==> src/rtl/nukv_privacy_pkg.sv <==
// Shared definitions for the rotated-perturbation stream (transmitter and receiver).
// Holds the receiver state encoding and the trailer framing defaults.
package nukv_privacy_pkg;

    // Receiver position within a packet group.
    typedef enum logic {
        RX_DATA    = 1'b0,
        RX_TRAILER = 1'b1
    } rx_state_t;

    // Value carried in data[7:0] of every trailer beat.
    localparam logic [7:0] ROT_MARKER = 8'h08;

    // Number of single-beat trailer packets following each data packet.
    localparam int ROT_TRAILER_BEATS = 2;

    // Trailer index width; covers the 1..15 trailer-beat range.
    localparam int RX_IDX_WIDTH = 4;

endpackage

==> src/rtl/nukv_axis_reg_slice.sv <==
// Single-stage valid/ready register slice.
// Full throughput: a held beat may drain and a new beat load in the same cycle.
module nukv_axis_reg_slice #(
    parameter int WIDTH = 513
) (
    input  logic             clk,
    input  logic             rst_n,
    input  logic             in_valid,
    input  logic [WIDTH-1:0] in_data,
    output logic             in_ready,
    output logic             out_valid,
    output logic [WIDTH-1:0] out_data,
    input  logic             out_ready
);

    // Accept whenever the stage is empty or is being emptied this cycle.
    assign in_ready = !out_valid || out_ready;

    // Hold register: load on accept, otherwise clear valid once drained.
    always_ff @(posedge clk) begin
        if (!rst_n) begin
            out_valid <= 1'b0;
            // NOTE: the data register is reset as well so the output bus reads zero
            // after reset; downstream sees a defined value, not leftover payload.
            out_data  <= '0;
        end else if (in_valid && in_ready) begin
            // NOTE: non-blocking assignments keep every register update based on
            // values from before the clock edge, so ordering here does not matter.
            out_valid <= 1'b1;
            out_data  <= in_data;
        end else if (out_ready) begin
            out_valid <= 1'b0;
        end
    end

endmodule

==> src/rtl/nukv_rotation_receiver.sv <==
// Receive end of the rotated-perturbation stream.
// Forwards each data packet through a register slice, consumes and checks the
// marker trailer that follows it, and reports malformed trailer beats.
// Optional statistics (pkt_count, beat_count): define NUKV_ROTATION_RX_STATS_EN.
module nukv_rotation_receiver
    import nukv_privacy_pkg::*;
#(
    parameter int         DATA_WIDTH    = 512,
    parameter logic [7:0] MARKER        = ROT_MARKER,
    parameter int         TRAILER_BEATS = ROT_TRAILER_BEATS,
    parameter int         CNT_WIDTH     = 32
) (
    input  logic                  clk,
    input  logic                  rst_n,
    input  logic [DATA_WIDTH-1:0] input_data,
    input  logic                  input_valid,
    input  logic                  input_last,
    output logic                  input_ready,
    output logic [DATA_WIDTH-1:0] output_data,
    output logic                  output_valid,
    output logic                  output_last,
    input  logic                  output_ready,
    output logic                  err_marker,
    output logic [CNT_WIDTH-1:0]  err_count,
    output logic [CNT_WIDTH-1:0]  pkt_count,
    output logic [CNT_WIDTH-1:0]  beat_count
);

    localparam logic [RX_IDX_WIDTH-1:0] LAST_IDX = RX_IDX_WIDTH'(TRAILER_BEATS - 1);

    rx_state_t               state, state_next;
    logic [RX_IDX_WIDTH-1:0] idx, idx_next;
    logic                    hs;
    logic                    trailer_good;
    logic                    fwd;
    logic                    err_set;
    logic                    slice_ready;
    logic [DATA_WIDTH:0]     slice_out;

    // Ready depends only on the output stage, never on input_valid.
    assign input_ready  = slice_ready;
    assign hs           = input_valid && input_ready;
    assign trailer_good = input_last
                       && (input_data[7:0] == MARKER)
                       && (input_data[DATA_WIDTH-1:8] == '0);

    nukv_axis_reg_slice #(
        .WIDTH (DATA_WIDTH + 1)
    ) u_slice (
        .clk       (clk),
        .rst_n     (rst_n),
        .in_valid  (fwd),
        .in_data   ({input_last, input_data}),
        .in_ready  (slice_ready),
        .out_valid (output_valid),
        .out_data  (slice_out),
        .out_ready (output_ready)
    );

    assign output_last = slice_out[DATA_WIDTH];
    assign output_data = slice_out[DATA_WIDTH-1:0];

    // State and trailer index register.
    always_ff @(posedge clk) begin
        if (!rst_n) begin
            state <= RX_DATA;
            idx   <= '0;
        end else begin
            state <= state_next;
            idx   <= idx_next;
        end
    end

    // Next-state, forward and error decisions, taken only on an input handshake.
    always_comb begin
        // NOTE: every output of this block gets a default first so no path
        // leaves it unassigned, which would infer a latch.
        state_next = state;
        idx_next   = idx;
        fwd        = 1'b0;
        err_set    = 1'b0;
        if (hs) begin
            case (state)
                RX_DATA: begin
                    fwd = 1'b1;
                    if (input_last) begin
                        state_next = RX_TRAILER;
                        idx_next   = '0;
                    end
                end
                RX_TRAILER: begin
                    if (trailer_good) begin
                        if (idx == LAST_IDX) begin
                            state_next = RX_DATA;
                            idx_next   = '0;
                        end else begin
                            idx_next = idx + 1'b1;
                        end
                    end else begin
                        // Resync: the bad beat opens the next data packet.
                        err_set    = 1'b1;
                        fwd        = 1'b1;
                        idx_next   = '0;
                        state_next = input_last ? RX_TRAILER : RX_DATA;
                    end
                end
                default: begin
                    state_next = RX_DATA;
                    idx_next   = '0;
                end
            endcase
        end
    end

    // Error pulse and saturating error counter.
    always_ff @(posedge clk) begin
        if (!rst_n) begin
            err_marker <= 1'b0;
            err_count  <= '0;
        end else begin
            err_marker <= err_set;
            if (err_set && (err_count != '1)) begin
                err_count <= err_count + 1'b1;
            end
        end
    end

`ifdef NUKV_ROTATION_RX_STATS_EN
    logic pkt_inc;
    logic [CNT_WIDTH-1:0] pkt_count_q;
    logic [CNT_WIDTH-1:0] beat_count_q;

    assign pkt_inc = hs && (state == RX_TRAILER) && trailer_good && (idx == LAST_IDX);

    // Statistics counters; both wrap naturally.
    always_ff @(posedge clk) begin
        if (!rst_n) begin
            pkt_count_q  <= '0;
            beat_count_q <= '0;
        end else begin
            if (pkt_inc) begin
                pkt_count_q <= pkt_count_q + 1'b1;
            end
            if (fwd) begin
                beat_count_q <= beat_count_q + 1'b1;
            end
        end
    end

    assign pkt_count  = pkt_count_q;
    assign beat_count = beat_count_q;
`else
    assign pkt_count  = '0;
    assign beat_count = '0;
`endif

endmodule
==> config.mk <==
export PLATFORM = sky130hd
export DESIGN_NAME = nukv_rotation_receiver
export DESIGN_NICKNAME = d
export VERILOG_FILES = /design/src/rtl/nukv_privacy_pkg.sv /design/src/rtl/nukv_axis_reg_slice.sv /design/src/rtl/nukv_rotation_receiver.sv
export SDC_FILE = /design/constraint.sdc
export NUM_CORES = 1
export LEC_CHECK = 0
export ABC_AREA = 0
export CORE_AREA = 2 2 437 439
export DETAILED_ROUTE_END_ITERATION = 8
export DIE_AREA = 0 0 439 441
export DONT_BUFFER_PORTS = 1
export MAX_ROUTING_LAYER = met4
export SLEW_MARGIN = 5
export SYNTH_ARGS = -nofsm -noshare
export SYNTH_HDL_FRONTEND = slang
export SYNTH_SLANG_ARGS = --single-unit
export TNS_END_PERCENT = 100
==> constraint.sdc <==
create_clock -name clk -period 3 [get_ports clk]
set_input_delay 0.15 -clock clk [delete_from_list [all_inputs] [get_ports clk]]
set_output_delay 0.15 -clock clk [all_outputs]
set_load 0.02 [all_outputs]
==> results of run 1 <==
[placed cells by master, fill, tap and decap left out, types with 11 or more instances in the layout]
master,netlist,routed
dfxtp_1,552,552
a21oi_1,540,540
nand3_1,528,528
dlygate4sd3_1,0,516
o21ai_1,394,394
buf_4,65,191
nor4_1,154,140
o21ai_0,136,136
clkbuf_16,0,75
conb_1,1,64
diode_2,0,61
nand4_1,52,52
buf_12,0,45
nand2_1,27,26
or3_1,17,17
clkbuf_8,0,16
clkbuf_1,167,15
nor4_2,1,13
or4_1,12,11
and3_1,11,11
[power by group through the flow]
| stage | combinational, uW | clock, uW | sequential (uW) |
|---|---|---|---|
| finish | 2170 | 9240 | 8880 |
| global route | 2310 | 9750 | 8890 |
| CTS | 2160 | 9490 | 8870 |
| detailed placement | 1440 | 0 | 9030 |
| global placement | 1410 | 0 | 9030 |
| floorplan | 1010 | 0 | 8580 |
[registers in the layout, summed over array words and instances (netlist names)]
register / flops
err_count: 32
err_marker: 1
idx: 4
state: 1
u_slice.out_data: 513
u_slice.out_valid: 1
[worst max-delay path, stage by stage]
cell,delay [ns]
nor4_1,0.60
nand4_1,0.26
buf_4,0.20
or4_4,0.50
or4_4,0.58
nor4_4,0.18
buf_4,0.21
buf_12,0.19
buf_12,0.22
o21ai_0,0.12
a21oi_1,0.25
[metrics by stage]
stage | total power, uW | std cells | TNS (ns) | util [%]
global placement | 10400 | 5305 | -633.11 | 14.3
floorplan | 9590 | 2920 | 0 | -
finish | 20300 | 6014 | 0 | 18.4
detailed placement | 10500 | 5305 | -641.24 | 14.3
global route | 21000 | 5995 | 0 | 18.4
CTS | 20500 | 5953 | 0 | 18.3
[final cells by class]
| class | instances | area, um^2 |
|---|---|---|
| fillers | 20965 | 154000 |
| diodes | 61 | 153 |
| flip-flops and latches | 552 | 11100 |
| repair buffers | 752 | 7500 |
| multi-input cells | 2002 | 10500 |
| clock inverters | 26 | 315 |
| well taps | 2511 | 3140 |
| clock buffers | 106 | 2150 |
| inverters | 4 | 22.5 |
[worst max-delay path by stage]
stage | startpoint | endpoint | slack (ns) | depth (start not counted)
finish | input_data[443] | u_slice.out_data[11] | 0.03 | 11
global route | input_data[324] | u_slice.out_data[11] | 0.001 | 14
CTS | input_data[324] | u_slice.out_data[11] | 0.05 | 14
detailed placement | input_data[324] | u_slice.out_data[80] | -1.29 | 11
global placement | input_data[324] | u_slice.out_data[10] | -1.30 | 14
floorplan | input_data[348] | u_slice.out_data[256] | 0.37 | 9
[metal layers]
layer  GRT usage, %  wire length (um)  vias up
li1               -                 -    11591
met1           17.9             60100    13380
met2           32.8             96300     1975
met3           7.62             21800      479
met4           10.6             12100        0
met5              -                 0        -
[cell families (layout without fill, tap and decap cells)]
kind of cell / Yosys count / after routing
other cells: 1 / 125
flops: 552 / 552
buf+inv: 366 / 888
compound gates: 1083 / 1083
fa+ha+maj: 3 / 3
mux: 6 / 6
simple gates: 846 / 846
[what timing repair did]
item | CTS | global route
hold buffers | 516 | 0
endpoints found under the hold margin | 550 | 0
endpoints found under the setup margin | 545 | 368
pin swaps | 0 | 0
gates resized for setup | 5 | 3
==> flow_summary.toml, run 1 <==
[status]
run_status = "finished clean"

[synthesis]
yosys.area_share.simple_pct = 20.0
yosysMostFrequentCell = "dfxtp_1"
synth-xor-area-share_pct = 0
syn_avg_cell_area_um2 = 8.08
ys_types = 39
synth_mux_area_share_pct = 0.260
synth-adder-area-share_pct = 0.163
synth_cells = 2857
synth_compound_area_share_pct = 23.6
ys_seq_area_share_pct = 47.9
synthDominantCellAreaShare_pct = 47.9
synthesis.area_um2 = 23100
synth_top_cell_by_area = "dfxtp_1"
ys_ff_latch = 552
async_flop_share_pct = 0
synth-edff-count = 0
ys_top_cells_by_count = "dfxtp_1 (552), a21oi_1 (540), nand3_1 (528), o21ai_1 (394), clkbuf_1 (167)"
ys_top_cells_by_area = "dfxtp_1 (48%), a21oi_1 (12%), nand3_1 (11%), o21ai_1 (8.5%), nor4_1 (4.2%)"
ys_dominant_reg_cell = "dfxtp_1"
synth_top_family_by_area = "compound AO/OA/AOI/OAI gates"
yosys_warnings = 0

[global_route]
grt_pass1_vias = 25364
grt_max_degree = 174
grt_pass1_wl_um = 241000
grt.overflow.total = 0
grt_util_all_layers_pct = 19.0
antenna_found_initial = 43

[floorplanning]
fp.dieArea_um2 = 194000
die_x_um = 439
start_util_pct = 12.2
core_area_um2 = 189000
ioPinCount = 1129
fp-row-count = 160
fp.dieH_um = 441

[layout]
fin_nets = 3905
layout-drive-gt1-share_pct = 11.0
syn2layout_area_growth_pct = 51.0
finish.instance_area_um2 = 34900

[timing]
tightest_slew_ns = 1.34
finClkSkew_ns = 0.0264
rsz0062_at_grt = "false"
fmax_mhz = 337
slew_viol_final = 0
slew_headroom_pct = 10.7
holdWs_ns = 0.0770
hold_violations = 0
finalSetupViolCount = 0
period_share_pct = 98.9
fin_ws_ns = 0.0322
min_period_ns = 2.97

[power_and_ir_drop]
p_clk_share_pct = 45.5
power_frac_seq_pct = 43.8
power.density_nw_per_um2 = 582
internal-power_uw = 14100
p_leak_uw = 0.0118
ir_drop_mv = 0.409
swShare_pct = 30.7
pwr-share-comb_pct = 10.7
switchingPower_uw = 6230

[cts]
cts.path.max_buffers = 3
cts.sinks = 552
clk_latency_ns = 0.68
postCtsSetupBuffers = 0
cts_tree = "built"
htree_levels = 3
clk_pin_slew_worst_paths_ns = 0.06
ctsRootBufferMaster = "clkbuf_16"
cts_made_buffers = 73

[worst_hold_path]
hold_depth = 4
min_to = "u_slice.out_data[51]"
hp-class = "input pin to register"
min_from = "input_valid"

[drt]
num_vias = 27425
drc = 0
totalWireLength_um = 190000
first_pass_iters = 6
ant_nets = 0
routedWlPerCell_um = 31.6
routed_via_density = 4.56
drtIter0Drc = 2926

[critical_path]
ff2ff_setup_slack_ns = 0.33
reg2reg_depth = 6
critPathMaxFanout = 32
r2r_start = "u_slice.out_valid"
crit_arrival_ns = 3.54
setup.worst_path.class = "input pin to register"
r2r-end = "u_slice.out_data[11]"
crit_path_end_kind = "register"
crit_required_ns = 3.57
cp-start-kind = "input pin"

[placed_design]
place_hpwl_um = 145000
port_buffers = 0
placed_area_um2 = 27000
gp_congestion = 1.02
place_ws_ns = -1.29

[flow_run]
drv_cap = 0
(Power assumes the default switching activity.)
==> run 2: changes to the inputs <==
- SETUP_SLACK_MARGIN: not set -> 0.5
==> run 2 against run 1 <==
Sequential share of layout area rose by 0.18 points. Flip-flop and latch count did not move. Clock skew rose by 0.010 ns. Final cell count fell by 1.1%. Hold slack improved by 0.043 ns. Cell area fell by 0.55%. Critical path type unchanged.
==> flow_summary.toml, run 2 (synthesized netlist as in run 1, its figures left out) <==
[drt]
drtIter0Drc = 3529
ant_nets = 0
routed_via_density = 4.66
routedWlPerCell_um = 33.5
num_vias = 27702
drc = 0
first_pass_iters = 6
totalWireLength_um = 199000

[power_and_ir_drop]
power.density_nw_per_um2 = 578
p_leak_uw = 0.0117
internal-power_uw = 13800
power_uw = 20100
swShare_pct = 31.1
pwr-share-comb_pct = 10.8
power_frac_seq_pct = 44.7
ir_drop_mv = 0.378
p_clk_share_pct = 44.5
switchingPower_uw = 6230

[critical_path]
crit_arrival_ns = 3.19
crit_slowest_cell = "or4_4"
crit_path_cell_trace = "nor4_2, buf_4, nand4_1, or4_4, or4_4, nor4_4, buf_12, buf_16, buf_16, o21ai_1, a21oi_1"
critPathMaxFanout = 33
slowest_delay_ns = 0.67
cp-start-kind = "input pin"
crit_required_ns = 3.57
ff2ff_setup_slack_ns = 0.61
reg2reg_depth = 7
r2r-end = "u_slice.out_data[165]"
r2r_start = "u_slice.out_valid"
crit_path_end_kind = "register"
setup.worst_path.class = "input pin to register"

[cts]
cts_made_buffers = 71
cts.sinks = 552
cts_tree = "built"
cts.path.max_buffers = 3
htree_levels = 3
ctsRootBufferMaster = "clkbuf_16"
clk_latency_ns = 0.70
clk_pin_slew_worst_paths_ns = 0.05

[flow_run]
drv_cap = 0

[timing]
tightest_slew_ns = 1.18
slew_viol_final = 0
rsz0062_at_grt = "true"
hold_violations = 0
min_period_ns = 2.63
finalSetupViolCount = 0
fmax_mhz = 381
slew_headroom_pct = 21.0
fin_ws_ns = 0.373
finClkSkew_ns = 0.0368
period_share_pct = 87.6

[floorplanning]
core_area_um2 = 189000
die_x_um = 439
fp.dieArea_um2 = 194000
fp-row-count = 160
start_util_pct = 12.2
ioPinCount = 1129
fp.dieH_um = 441

[layout]
reg_top3 = "u_slice.out_data: 513 flops, err_count: 32 flops, idx: 4 flops"
largest-register = "u_slice.out_data"
final_common_cell = "dfxtp_1"
largest_reg_flops = 513
fin_nets = 3866
layout-drive-gt1-share_pct = 10.2
fillCellCount = 20966
stdcell_count = 5949
syn2layout_area_growth_pct = 50.2
final_cell_mix = "dfxtp_1 (551), a21oi_1 (540), nand3_1 (528)"

[worst_hold_path]
hp-class = "input pin to register"
min_to = "idx[3]"
hold_depth = 7
min_from = "input_data[449]"

[placed_design]
port_buffers = 0
gp_congestion = 1.02
place_hpwl_um = 152000
place_ws_ns = -0.732
dp_cells = 5256

[global_route]
grt.overflow.total = 0
antenna_found_initial = 49
grt_pass1_wl_um = 250000
grt_max_degree = 123
grt_util_all_layers_pct = 19.8
grt_pass1_vias = 25258

[status]
run_status = "finished clean"
-- run 2: cell types whose count changed in the layout (fill, tap and decap cells not counted), sizes merged --
| cell | delta |
|---|---|
| clkbuf | -4 |
| inv | -8 |
| diode | -19 |
| buf | -42 |
| clkinvlp | -1 |
| clkinv | +9 |
-- run 2: worst max-delay path by stage --
stage,slack (ns),startpoint,end
5_1_grt,0.42,input_data[348],u_slice.out_data[86]
3_5_place_dp,-0.73,input_data[306],u_slice.out_data[218]
3_3_place_gp,-0.68,input_data[306],u_slice.out_data[218]
6_report,0.37,input_data[348],u_slice.out_data[373]
2_1_floorplan,0.39,input_data[349],u_slice.out_data[106]
4_1_cts,0.48,input_data[309],u_slice.out_data[218]
-- run 2: power groups by stage --
stage                     combinational (uW)  clock [uW]  sequential (uW)
after detailed placement                1380           0             9110
after floorplan                         1020           0             8580
after global routing                    2300        9400             9000
final                                   2170        8920             8960
after global placement                  1350           0             9110
after CTS                               2140        9200             8950
-- run 2: critical path, delay by kind of cell --
family | cells | cell delay (ns)
buffers and inverters | 4 | 0.77
AO/OA/AOI/OAI | 2 | 0.25
AND/OR/NAND/NOR | 5 | 1.92
-- run 2: layer usage --
metal | vias up | global-route usage, % | routed length (um) | share of wire (%)
met4 | 0 | 9.65 | 12300 | 6.2
li1 | 11493 | - | - | -
met5 | - | - | 0 | 0
met2 | 2238 | 32.1 | 94300 | 47
met3 | 575 | 10.8 | 29600 | 15
met1 | 13396 | 19.2 | 63100 | 32
-- run 2: stage by stage --
stage | hold slack, ns | utilization [%] | TNS (ns) | cell area, um^2
global placement | 0.286 | 14.0 | -296.93 | 26600
CTS | 0.0381 | 18.1 | 0 | 34300
detailed placement | 0.297 | 14.0 | -323.55 | 26600
global route | 0.0945 | 18.3 | 0 | 34700
finish | 0.120 | 18.3 | 0 | 34700
floorplan | 0.298 | - | 0 | 23400
-- run 2: area by class of cell --
type	instances	area (um^2)	area share, %
clock buffer	97	2050	5.90
inverter	4	22.5	0.0650
clock inverter	26	327	0.942
tap	2511	3140	9.06
multi-input combinational	2002	10600	30.7
sequential	552	11100	31.9
timing repair buffer	715	7350	21.2
antenna	42	105	0.303
-- run 2: timing repair --
action                                  in CTS  in global routing
pin swaps                                    2                  3
hold endpoints to repair                   539                  0
endpoints found under the setup margin     518                531
hold buffers                               516                  0
setup buffers                                6                  1
cloned                                       0                  5
gates resized for setup                     15                 23
